[config.mk]
export PLATFORM = sky130hd
export DESIGN_NAME = pcg_dither_mixer
export DESIGN_NICKNAME = d
export VERILOG_FILES = /design/src/rtl/pcg_dither_mixer.sv
export SDC_FILE = /design/constraint.sdc
export NUM_CORES = 1
export LEC_CHECK = 0
export CELL_PAD_IN_SITES_DETAIL_PLACEMENT = 1
export CELL_PAD_IN_SITES_GLOBAL_PLACEMENT = 1
export CORE_ASPECT_RATIO = 1.4
export CORE_MARGIN = 3
export CORE_UTILIZATION = 35
export CTS_CLUSTER_SIZE = 8
export DETAILED_ROUTE_END_ITERATION = 8
export DONT_BUFFER_PORTS = 1
export GPL_TIMING_DRIVEN = 1
export PLACE_DENSITY = 0.69
export SYNTH_ARGS = -nofsm -noshare
export SYNTH_HDL_FRONTEND = slang
export SYNTH_SLANG_ARGS = --single-unit
[constraint.sdc]
create_clock -name clk -period 6.6 [get_ports clk]
set_clock_uncertainty 0.05 [all_clocks]
set_input_delay 0.33 -clock clk [delete_from_list [all_inputs] [get_ports clk]]
set_output_delay 0.33 -clock clk [all_outputs]
set_load 0.02 [all_outputs]
[src/rtl/pcg_dither_mixer.sv]
// PCG-style noise generator (LCG state + xorshift + rotate) feeding a
// registered per-bit dither mixer for pixel/sync words.
module pcg_dither_mixer #(
    parameter int          STATE_W = 16,
    parameter int          OUT_W   = 8,
    parameter logic [63:0] MULT    = 64'h5851,
    parameter logic [63:0] INC     = 64'h1405
) (
    input  logic               clk,
    input  logic               rst_n,
    input  logic               step_en,
    input  logic               seed_valid,
    output logic               seed_ready,
    input  logic [STATE_W-1:0] seed_data,
    output logic [OUT_W-1:0]   rnd_out,
    output logic               rnd_valid,
    input  logic [OUT_W-1:0]   pix_in,
    input  logic [OUT_W-1:0]   mask,
    input  logic [1:0]         mode,
    output logic [OUT_W-1:0]   pix_out
);

    localparam int ROT_W = $clog2(OUT_W);
    localparam int XS_SH = STATE_W - OUT_W - ROT_W;
    localparam int Q_SH  = STATE_W / 4;
    localparam logic [STATE_W-1:0] MULT_W = MULT[STATE_W-1:0];
    localparam logic [STATE_W-1:0] INC_W  = INC[STATE_W-1:0];

    typedef enum logic [1:0] {RUN, HOLD, LOAD} fsm_t;

    fsm_t               fsm;
    logic [STATE_W-1:0] state_p0;
    logic [OUT_W-1:0]   xs_p1;
    logic [ROT_W-1:0]   rot_p1;
    logic               vld_p1;
    logic               vld_p2;

    logic               seed_acc;
    logic               step;
    logic [STATE_W-1:0] xmix;
    logic [OUT_W-1:0]   xs_nxt;
    logic [ROT_W-1:0]   rot_nxt;

    function automatic logic [OUT_W-1:0] rotr(input logic [OUT_W-1:0] x,
                                              input logic [ROT_W-1:0] r);
        logic [2*OUT_W-1:0] dbl;
        dbl = {x, x} >> r;
        return dbl[OUT_W-1:0];
    endfunction

    function automatic logic [OUT_W-1:0] mix_pix(input logic [OUT_W-1:0] p,
                                                 input logic [OUT_W-1:0] m,
                                                 input logic [OUT_W-1:0] n,
                                                 input logic [1:0]       md);
        case (md)
            2'b00:   return p;
            2'b01:   return p ^ (n & m);
            2'b10:   return p | (n & m);
            default: return (p & ~m) | (n & m);
        endcase
    endfunction

    // A seed always wins over stepping; LOAD is a dead cycle for the generator.
    assign seed_acc = seed_valid & seed_ready;
    assign step     = step_en & ~seed_acc & (fsm != LOAD);

    assign xmix    = ((state_p0 >> Q_SH) ^ state_p0) >> XS_SH;
    assign xs_nxt  = xmix[OUT_W-1:0];
    assign rot_nxt = state_p0[STATE_W-1 -: ROT_W];

    assign rnd_valid = vld_p2;

    always_ff @(posedge clk) begin
        if (!rst_n) begin
            fsm        <= HOLD;
            seed_ready <= 1'b1;
            state_p0   <= '0;
            xs_p1      <= '0;
            rot_p1     <= '0;
            rnd_out    <= '0;
            vld_p1     <= 1'b0;
            vld_p2     <= 1'b0;
            pix_out    <= '0;
        end else begin
            // mixer stage: noise is forced to zero until the stream is valid
            pix_out <= mix_pix(pix_in, mask, (vld_p2 ? rnd_out : '0), mode);
            if (seed_acc) begin
                fsm        <= LOAD;
                seed_ready <= 1'b0;
                state_p0   <= seed_data;
                vld_p1     <= 1'b0;
                vld_p2     <= 1'b0;
            end else begin
                fsm        <= step_en ? RUN : HOLD;
                seed_ready <= 1'b1;
                if (step) begin
                    // p0 -> p1 -> p2 advance together; a stall freezes all three
                    state_p0 <= state_p0 * MULT_W + INC_W;
                    xs_p1    <= xs_nxt;
                    rot_p1   <= rot_nxt;
                    rnd_out  <= rotr(xs_p1, rot_p1);
                    vld_p1   <= 1'b1;
                    vld_p2   <= vld_p1;
                end
            end
        end
    end

endmodule

==> results of run 1 <==
metrics by stage:
stage / setup slack [ns] / instance area [um^2] / instances / util, % / total power, mW
2_1_floorplan: 2.80 / 3710 / 414 / - / 0.905
3_3_place_gp: 2.56 / 3840 / 532 / 37.9 / 1.05
3_5_place_dp: 2.39 / 3840 / 532 / 37.9 / 1.07
4_1_cts: 2.34 / 4010 / 540 / 39.6 / 1.38
5_1_grt: 2.07 / 4010 / 540 / 39.6 / 1.49
6_report: 2.38 / 4010 / 540 / 39.6 / 1.36
kinds of logic (layout without fill, tap and decap cells):
logic type / count (synthesis) / in the layout
and+or+nand+nor: 104 / 104
AOI/OAI and AO/OA: 103 / 103
adders and majority gates: 64 / 64
buffers and inverters: 55 / 46
DFF: 48 / 48
xor gates and xnor gates: 23 / 23
muxes: 17 / 17
sequential cells by signal (all words and copies together) (netlist names):
register	flops
state_p0	16
pix_out	8
rnd_out	8
xs_p1	8
rot_p1	3
fsm	2
rnd_valid	1
seed_ready	1
vld_p1	1
how the worst max path moves through the flow:
stage / start / end / slack [ns]
floorplan: state_p0[4]$_SDFFE_PN0P_ / state_p0[15]$_SDFFE_PN0P_ / 2.80
global placement: state_p0[6]$_SDFFE_PN0P_ / state_p0[13]$_SDFFE_PN0P_ / 2.56
detailed placement: state_p0[6]$_SDFFE_PN0P_ / state_p0[13]$_SDFFE_PN0P_ / 2.39
CTS: state_p0[6]$_SDFFE_PN0P_ / state_p0[13]$_SDFFE_PN0P_ / 2.34
global route: state_p0[6]$_SDFFE_PN0P_ / state_p0[13]$_SDFFE_PN0P_ / 2.07
finish: state_p0[6]$_SDFFE_PN0P_ / state_p0[13]$_SDFFE_PN0P_ / 2.38
cell type report:
cell class              count  area (um^2)
multi-input cells         311         2540
flip-flops and latches     48          961
well taps                 135          169
clock inverters             3         46.3
repair buffers              5         37.5
inverters                  33          124
fillers                  1201         6110
clock buffers               5          125
report_power, final:
part / total, mW / switching, mW / internal [mW]
combinational: 0.673 / 0.355 / 0.318
sequential: 0.387 / 0.0620 / 0.325
clock: 0.302 / 0.122 / 0.180
total: 1.36 / 0.538 / 0.824
critical path, cell delays in order (launching register included):
cell      delay, ns
dfxtp_1        0.45
ha_1           0.20
inv_1          0.05
fa_1           0.49
inv_1          0.06
ha_1           0.31
fa_1           0.51
fa_1           0.50
ha_1           0.36
nand3_1        0.13
and3b_1        0.22
nor4_1         0.34
o21ai_0        0.15
a221oi_1       0.29
layer usage:
| layer | routed length (um) | global-route usage, % |
|---|---|---|
| met1 | 3820 | 19.1 |
| met2 | 5510 | 33.4 |
| met3 | 386 | 3.35 |
| met4 | 324 | 7.25 |
| met5 | 0 | 0 |
synthesized netlist by cell type, types with 2 or more instances:
cell type | instances | area, um^2
a21o_1 | 2 | 15.0
o2111ai_1 | 10 | 87.6
nor2b_1 | 9 | 56.3
clkbuf_1 | 20 | 75.1
xnor2_1 | 20 | 175
ha_1 | 49 | 613
nor2_1 | 29 | 109
o21ai_0 | 18 | 90.1
dfxtp_1 | 48 | 961
nor3_1 | 3 | 15.0
and3_1 | 3 | 18.8
a21oi_1 | 38 | 190
a211oi_1 | 16 | 120
xnor3_1 | 2 | 45.0
mux4_2 | 8 | 180
inv_1 | 33 | 124
o211ai_1 | 4 | 30.0
fa_1 | 15 | 300
buf_1 | 2 | 7.51
nand2b_1 | 2 | 12.5
nand3_1 | 2 | 10.0
mux2i_1 | 9 | 90.1
a311oi_1 | 3 | 26.3
nand2_1 | 48 | 180
==> impl_summary.log, run 1 <==
[metrics] WP data required: 6.74 ns
[metrics] fraction of the mapped netlist area in adder cells: 24.6%
[metrics] initial antenna violation count: 0
[metrics] Mapped Nets: 516
[metrics] y dimension of the die: 128 um
[metrics] register bit count reported by yosys: 48
[metrics] Reg2Reg Capture Point: state_p0[13]$_SDFFE_PN0P_
[metrics] number of global-route vias before repair: 3,240
[metrics] number of stages on the worst hold path: 1
[metrics] period utilisation layout: 63.9%
[metrics] number of buffers inserted for hold repair after clock tree synthesis: 0
[metrics] shortest period the worst path allows: 4.22 ns
[metrics] xor and xnor area share after synthesis: 6.18%
[metrics] Syn Area/Cell: 8.95 um^2
[metrics] overall die width: 93.0 um
[metrics] area added between synthesis and finish: 8.10%
[metrics] maximum count of clock buffers along a single path: 2
[metrics] layout cell share with drive strength beyond 1: 6.17%
[metrics] largest net degree at the start of global routing: 39
[metrics] DRC violation count after routing: 0
[metrics] number of levels the H-tree was split into: 2
[metrics] post-layout net count: 506
[metrics] gate count of the mapped netlist: 414
[metrics] Worst Path Arrival: 4.36 ns
[metrics] RSZ-0062 raised after global routing: no
[metrics] post-synthesis sequential area ratio: 25.9%
[metrics] Post-Synth Simple-Gate Area: 12.6%
[metrics] first-pass iteration count of the detailed router: 4
[metrics] post-cts sizing count: 0
[metrics] peak clock frequency supported by timing: 237 MHz
[metrics] leakage power of the design: 1.68 nW
[metrics] Die Area: 0.0119 mm^2
[metrics] count of max-cap constraint violations: 0
[metrics] worst reg2reg path depth: 13
[metrics] hold path startpoint: rst_n
[metrics] main combinational cell family by area after synthesis: adder cells
[metrics] Worst Path Class, Setup: reg2reg
[metrics] most frequent cells in the layout: ha_1 (49), nand2_1 (48), dfxtp_1 (48)
[metrics] final-report max-slew violation count: 0
[metrics] TritonCTS Buffers: 5
[metrics] post-synth cell types: 45
[metrics] slew at the pin closest to its max-slew limit: 0.797 ns
[metrics] Hold Path Sink: fsm[0]$_SDFF_PN1_
[metrics] netlist area before placement: 0.00371 mm^2
[metrics] Total Neg Setup Slack: 0 ns
[metrics] R2R Path Start: state_p0[6]$_SDFFE_PN0P_
[metrics] overall track demand over capacity in global routing: 17.7%
[metrics] Max rail drop VDD: 0.132 mV
[metrics] compound-cell area share of the yosys netlist: 17.9%
[metrics] nature of the critical path startpoint: flip-flop
[metrics] DRT antenna net count: 0
[metrics] Initial Util: 36.7%
[metrics] wire length of the first global-routing pass: 16.4 mm
[metrics] Synth async-reset ratio: 0%
[metrics] Hold Slack: 0.0644 ns
[metrics] vias after detailed routing: 2,959
[metrics] number of buffers added for setup after CTS: 0
[metrics] placeable core area: 0.0101 mm^2
[metrics] post-synthesis mux area share: 7.29%
[metrics] Total Wirelength: 10.0 mm
[metrics] largest fanout on the critical path: 5
[metrics] final count of hold timing violations: 0
[metrics] slack of the worst reg-to-reg path: 2.38 ns
[metrics] Post-synth EDFFs: 0
[metrics] clock insertion delay at the later pin of the skew report: 0.30 ns
[metrics] sink count of the clock tree: 48
[metrics] cell chosen for the clock root: clkbuf_16
[metrics] first-iteration detailed-routing DRC count: 83
[metrics] GRT Residual Overflow: 0
[metrics] Final HPWL DP: 8.03 mm
[metrics] final weighted congestion in routability-driven placement: 0.855
[metrics] Synthesis Warnings: 0
[metrics] classification of the worst-slack hold path: in2reg
[metrics] # IOs: 56
[metrics] type of destination of the critical path: flip-flop
[metrics] TritonCTS clock tree: done
[metrics] clock-pin slew of the registers on the worst-case setup and hold paths: 0.07 ns
[metrics] Slew headroom: 46.8%
[metrics] Main synth FF type: dfxtp_1
[metrics] power per unit of standard cell area: 340 mW/mm^2
[metrics] status: complete, no violations
[metrics] Avg WL per Cell: 18.6 um
[metrics] vias per std cell: 5.48
[metrics] Rows: 43
[metrics] leading cell type in the layout, fill and taps excluded: ha_1
[metrics] number of setup violations in the final report: 0
[metrics] antenna cell count: 0
[metrics] Port Buffer Count: 0
Note: power is estimated with default switching activity, not from simulation.
==> run 2, diff against run 1 <==
ABC_AREA = 1   (was default)
PLACE_DENSITY = 0.74   (was 0.69)
clock period = 3.6 ns   (was 6.6 ns; I/O delays follow)
==> impl_summary.log, run 2 <==
[metrics] status: finished with violations
[metrics] number of levels the H-tree was split into: 2
[metrics] setup slack at placement: -0.305 ns
[metrics] Slew headroom: 40.1%
[metrics] Hold Slack: 0.00386 ns
[metrics] cell with the most instances after synthesis: nand2_1
[metrics] final count of hold timing violations: 0
[metrics] critical-path cell list: ha_4 > inv_2 > fa_2 > inv_2 > ha_4 > inv_2 > fa_1 > inv_2 > fa_2 > ha_4 > ha_4 > nand2_1 > nor2_2 > buf_4 > nand3_1 > nand2_1 > nand2_1 > nand3_1 > a21oi_2
[metrics] worst reg2reg path depth: 19
[metrics] Seq. cell area: 982 um^2
[metrics] WP data required: 3.70 ns
[metrics] overall track demand over capacity in global routing: 22.5%
[metrics] nature of the critical path startpoint: flip-flop
[metrics] placeable core area: 0.0109 mm^2
[metrics] TritonCTS clock tree: done
[metrics] RSZ-0062 raised after global routing: yes
[metrics] number of stages on the worst hold path: 2
[metrics] classification of the worst-slack hold path: in2reg
[metrics] largest fanout on the critical path: 4
[metrics] sink count of the clock tree: 48
[metrics] Worst Path Arrival: 3.90 ns
[metrics] number of flip-flops under the largest register name: 16
[metrics] Synthesis Warnings: 0
[metrics] Initial Util: 36.1%
[metrics] TritonCTS Buffers: 5
[metrics] layout cell share with drive strength beyond 1: 22.3%
[metrics] synth top area cells: dfxtp_1 (24%), ha_1 (16%), nand2_1 (12%)
[metrics] vias after detailed routing: 3,986
[metrics] first-pass iteration count of the detailed router: 4
[metrics] top register by number of flip-flops: state_p0
[metrics] number of buffers and inverters on the critical path: 5
[metrics] Syn Area/Cell: 7.29 um^2
[metrics] Max rail drop VDD: 0.457 mV
[metrics] DRT antenna net count: 0
[metrics] clock-pin slew of the registers on the worst-case setup and hold paths: 0.07 ns
[metrics] DRC violation count after routing: 0
[metrics] Post-Synth Simple-Gate Area: 20.3%
[metrics] netlist area before placement: 0.00394 mm^2
[metrics] GRT Residual Overflow: 0
[metrics] Avg WL per Cell: 20.3 um
[metrics] Total Wirelength: 14.8 mm
[metrics] overall die width: 95.7 um
[metrics] antenna cell count: 0
[metrics] number of setup violations in the final report: 4
[metrics] slowest cell on the critical path: fa_2
[metrics] Crit path depth: 19
[metrics] Worst Path Class, Setup: reg2reg
[metrics] leading cell type in the layout, fill and taps excluded: nand2_1
[metrics] # fillers: 1,356
[metrics] Final HPWL DP: 9.60 mm
[metrics] leakage power of the design: 2.29 nW
[metrics] maximum count of clock buffers along a single path: 2
[metrics] wire length of the first global-routing pass: 21.9 mm
[metrics] number of global-route vias before repair: 4,438
[metrics] final-report max-slew violation count: 0
[metrics] Rows: 45
[metrics] area added between synthesis and finish: 31.7%
[metrics] Synth async-reset ratio: 0%
[metrics] post-synthesis sequential area ratio: 24.4%
[metrics] slew at the pin closest to its max-slew limit: 0.898 ns
[metrics] shortest period the worst path allows: 3.80 ns
[metrics] gate count of the mapped netlist: 541
[metrics] Main synth FF type: dfxtp_1
[metrics] peak clock frequency supported by timing: 263 MHz
[metrics] fraction of the mapped netlist area in adder cells: 23.2%
[metrics] y dimension of the die: 132 um
[metrics] largest net degree at the start of global routing: 31
[metrics] sum of internal, switching and leakage power: 3.49 mW
[metrics] cell chosen for the clock root: clkbuf_16
[metrics] Mapped Nets: 643
[metrics] fraction of post-synthesis cell area in the top cell type by area: 24.4%
[metrics] Post-synth EDFFs: 0
[metrics] least setup slack across all paths after layout: -0.198 ns
[metrics] compound-cell area share of the yosys netlist: 16.3%
[metrics] final weighted congestion in routability-driven placement: 0.916
[metrics] post-synthesis mux area share: 0%
[metrics] CP peak stage delay: 0.59 ns
[metrics] Die Area: 0.0126 mm^2
[metrics] count of max-cap constraint violations: 0
[metrics] initial antenna violation count: 0
[metrics] vias per std cell: 5.45
[metrics] period utilisation layout: 105%
[metrics] Port Buffer Count: 0
[metrics] Total Neg Setup Slack: -0.574 ns
[metrics] type of destination of the critical path: flip-flop
[metrics] power per unit of standard cell area: 672 mW/mm^2
[metrics] register bit count reported by yosys: 48
[metrics] xor and xnor area share after synthesis: 4.67%
[metrics] family with the most delay on the worst path: adder cells
[metrics] post-synth cell types: 39
[metrics] failing checks: negative setup slack
[metrics] biggest area consumer among synthesized cells: dfxtp_1
[metrics] top cells by count, synth: nand2_1 (124), inv_1 (86), ha_1 (49), dfxtp_1 (48), o21ai_0 (44)
[metrics] final core area utilization: 47.5%
[metrics] clock insertion delay at the later pin of the skew report: 0.30 ns
[metrics] Multi-input gate area: 0.00303 mm^2
[metrics] post-layout net count: 692
[metrics] # IOs: 56
[metrics] main combinational cell family by area after synthesis: adder cells
[metrics] most frequent cells in the layout: nand2_1 (118), inv_1 (77), o21ai_0 (41)
[metrics] first-iteration detailed-routing DRC count: 131
run 2: cell types whose count changed in the layout (fill, tap and decap cells not counted), sizes merged, moves of 11 or more:
cell,previous run,this run
nand2,48,125
inv,34,91
buf,5,36
nand3,2,28
o21ai,18,44
dlygate4sd3,0,23
a211oi,16,1
xnor2,20,5
xor2,1,16
nor2,29,18
run 2: worst paths after layout:
check	end	slack, ns	from
worst max register to register	state_p0[13]$_SDFFE_PN0P_	-0.20	state_p0[6]$_SDFFE_PN0P_
worst min register to register	xs_p1[3]$_SDFFE_PN0P_	0.42	xs_p1[3]$_SDFFE_PN0P_
worst min-delay path	pix_out[1]$_SDFF_PN0_	0.004	mode[1]
worst max-delay path	state_p0[13]$_SDFFE_PN0P_	-0.20	state_p0[6]$_SDFFE_PN0P_
run 2: per-layer routing:
metal  global-route usage (%)  vias up  routed length (um)
li1                         -     1865                   -
met1                     21.9     1951                5240
met2                     43.0      113                8130
met3                     3.95       57                 586
met4                     11.6        0                 871
met5                        0        -                   0
run 2: final cells by class:
| cell class | count | share of cell area (%) |
|---|---|---|
| Clock buffer | 8 | 2.82 |
| Inverter | 92 | 6.65 |
| Multi-Input combinational cell | 384 | 58.4 |
| Sequential cell | 48 | 18.9 |
| Tap cell | 141 | 3.40 |
| Timing Repair Buffer | 59 | 9.79 |
run 2: cell families after synthesis:
group | Yosys count
AOI/OAI and AO/OA | 112
buffers and inverters | 109
and+or+nand+nor | 187
DFF | 48
adders and majority gates | 64
xor gates and xnor gates | 21
run 2: repair_timing:
item	4_1_cts	5_1_grt
pin swaps	23	33
buffers inserted	3	1
hold buffers	23	0
setup endpoints to repair	6	7
hold endpoints to repair	21	0
gates resized for setup	33	52
run 2: through the flow:
stage          area [um^2]  cells
4_1_cts               4880    731
3_3_place_gp          4320    697
5_1_grt               5190    732
3_5_place_dp          4320    697
2_1_floorplan         4010    541
6_report              5190    732
run 2: power breakdown:
part,internal [mW],switching [mW],total (mW)
Sequential,0.597,0.0887,0.686
Clock,0.278,0.209,0.487
Combinational,1.08,1.24,2.31
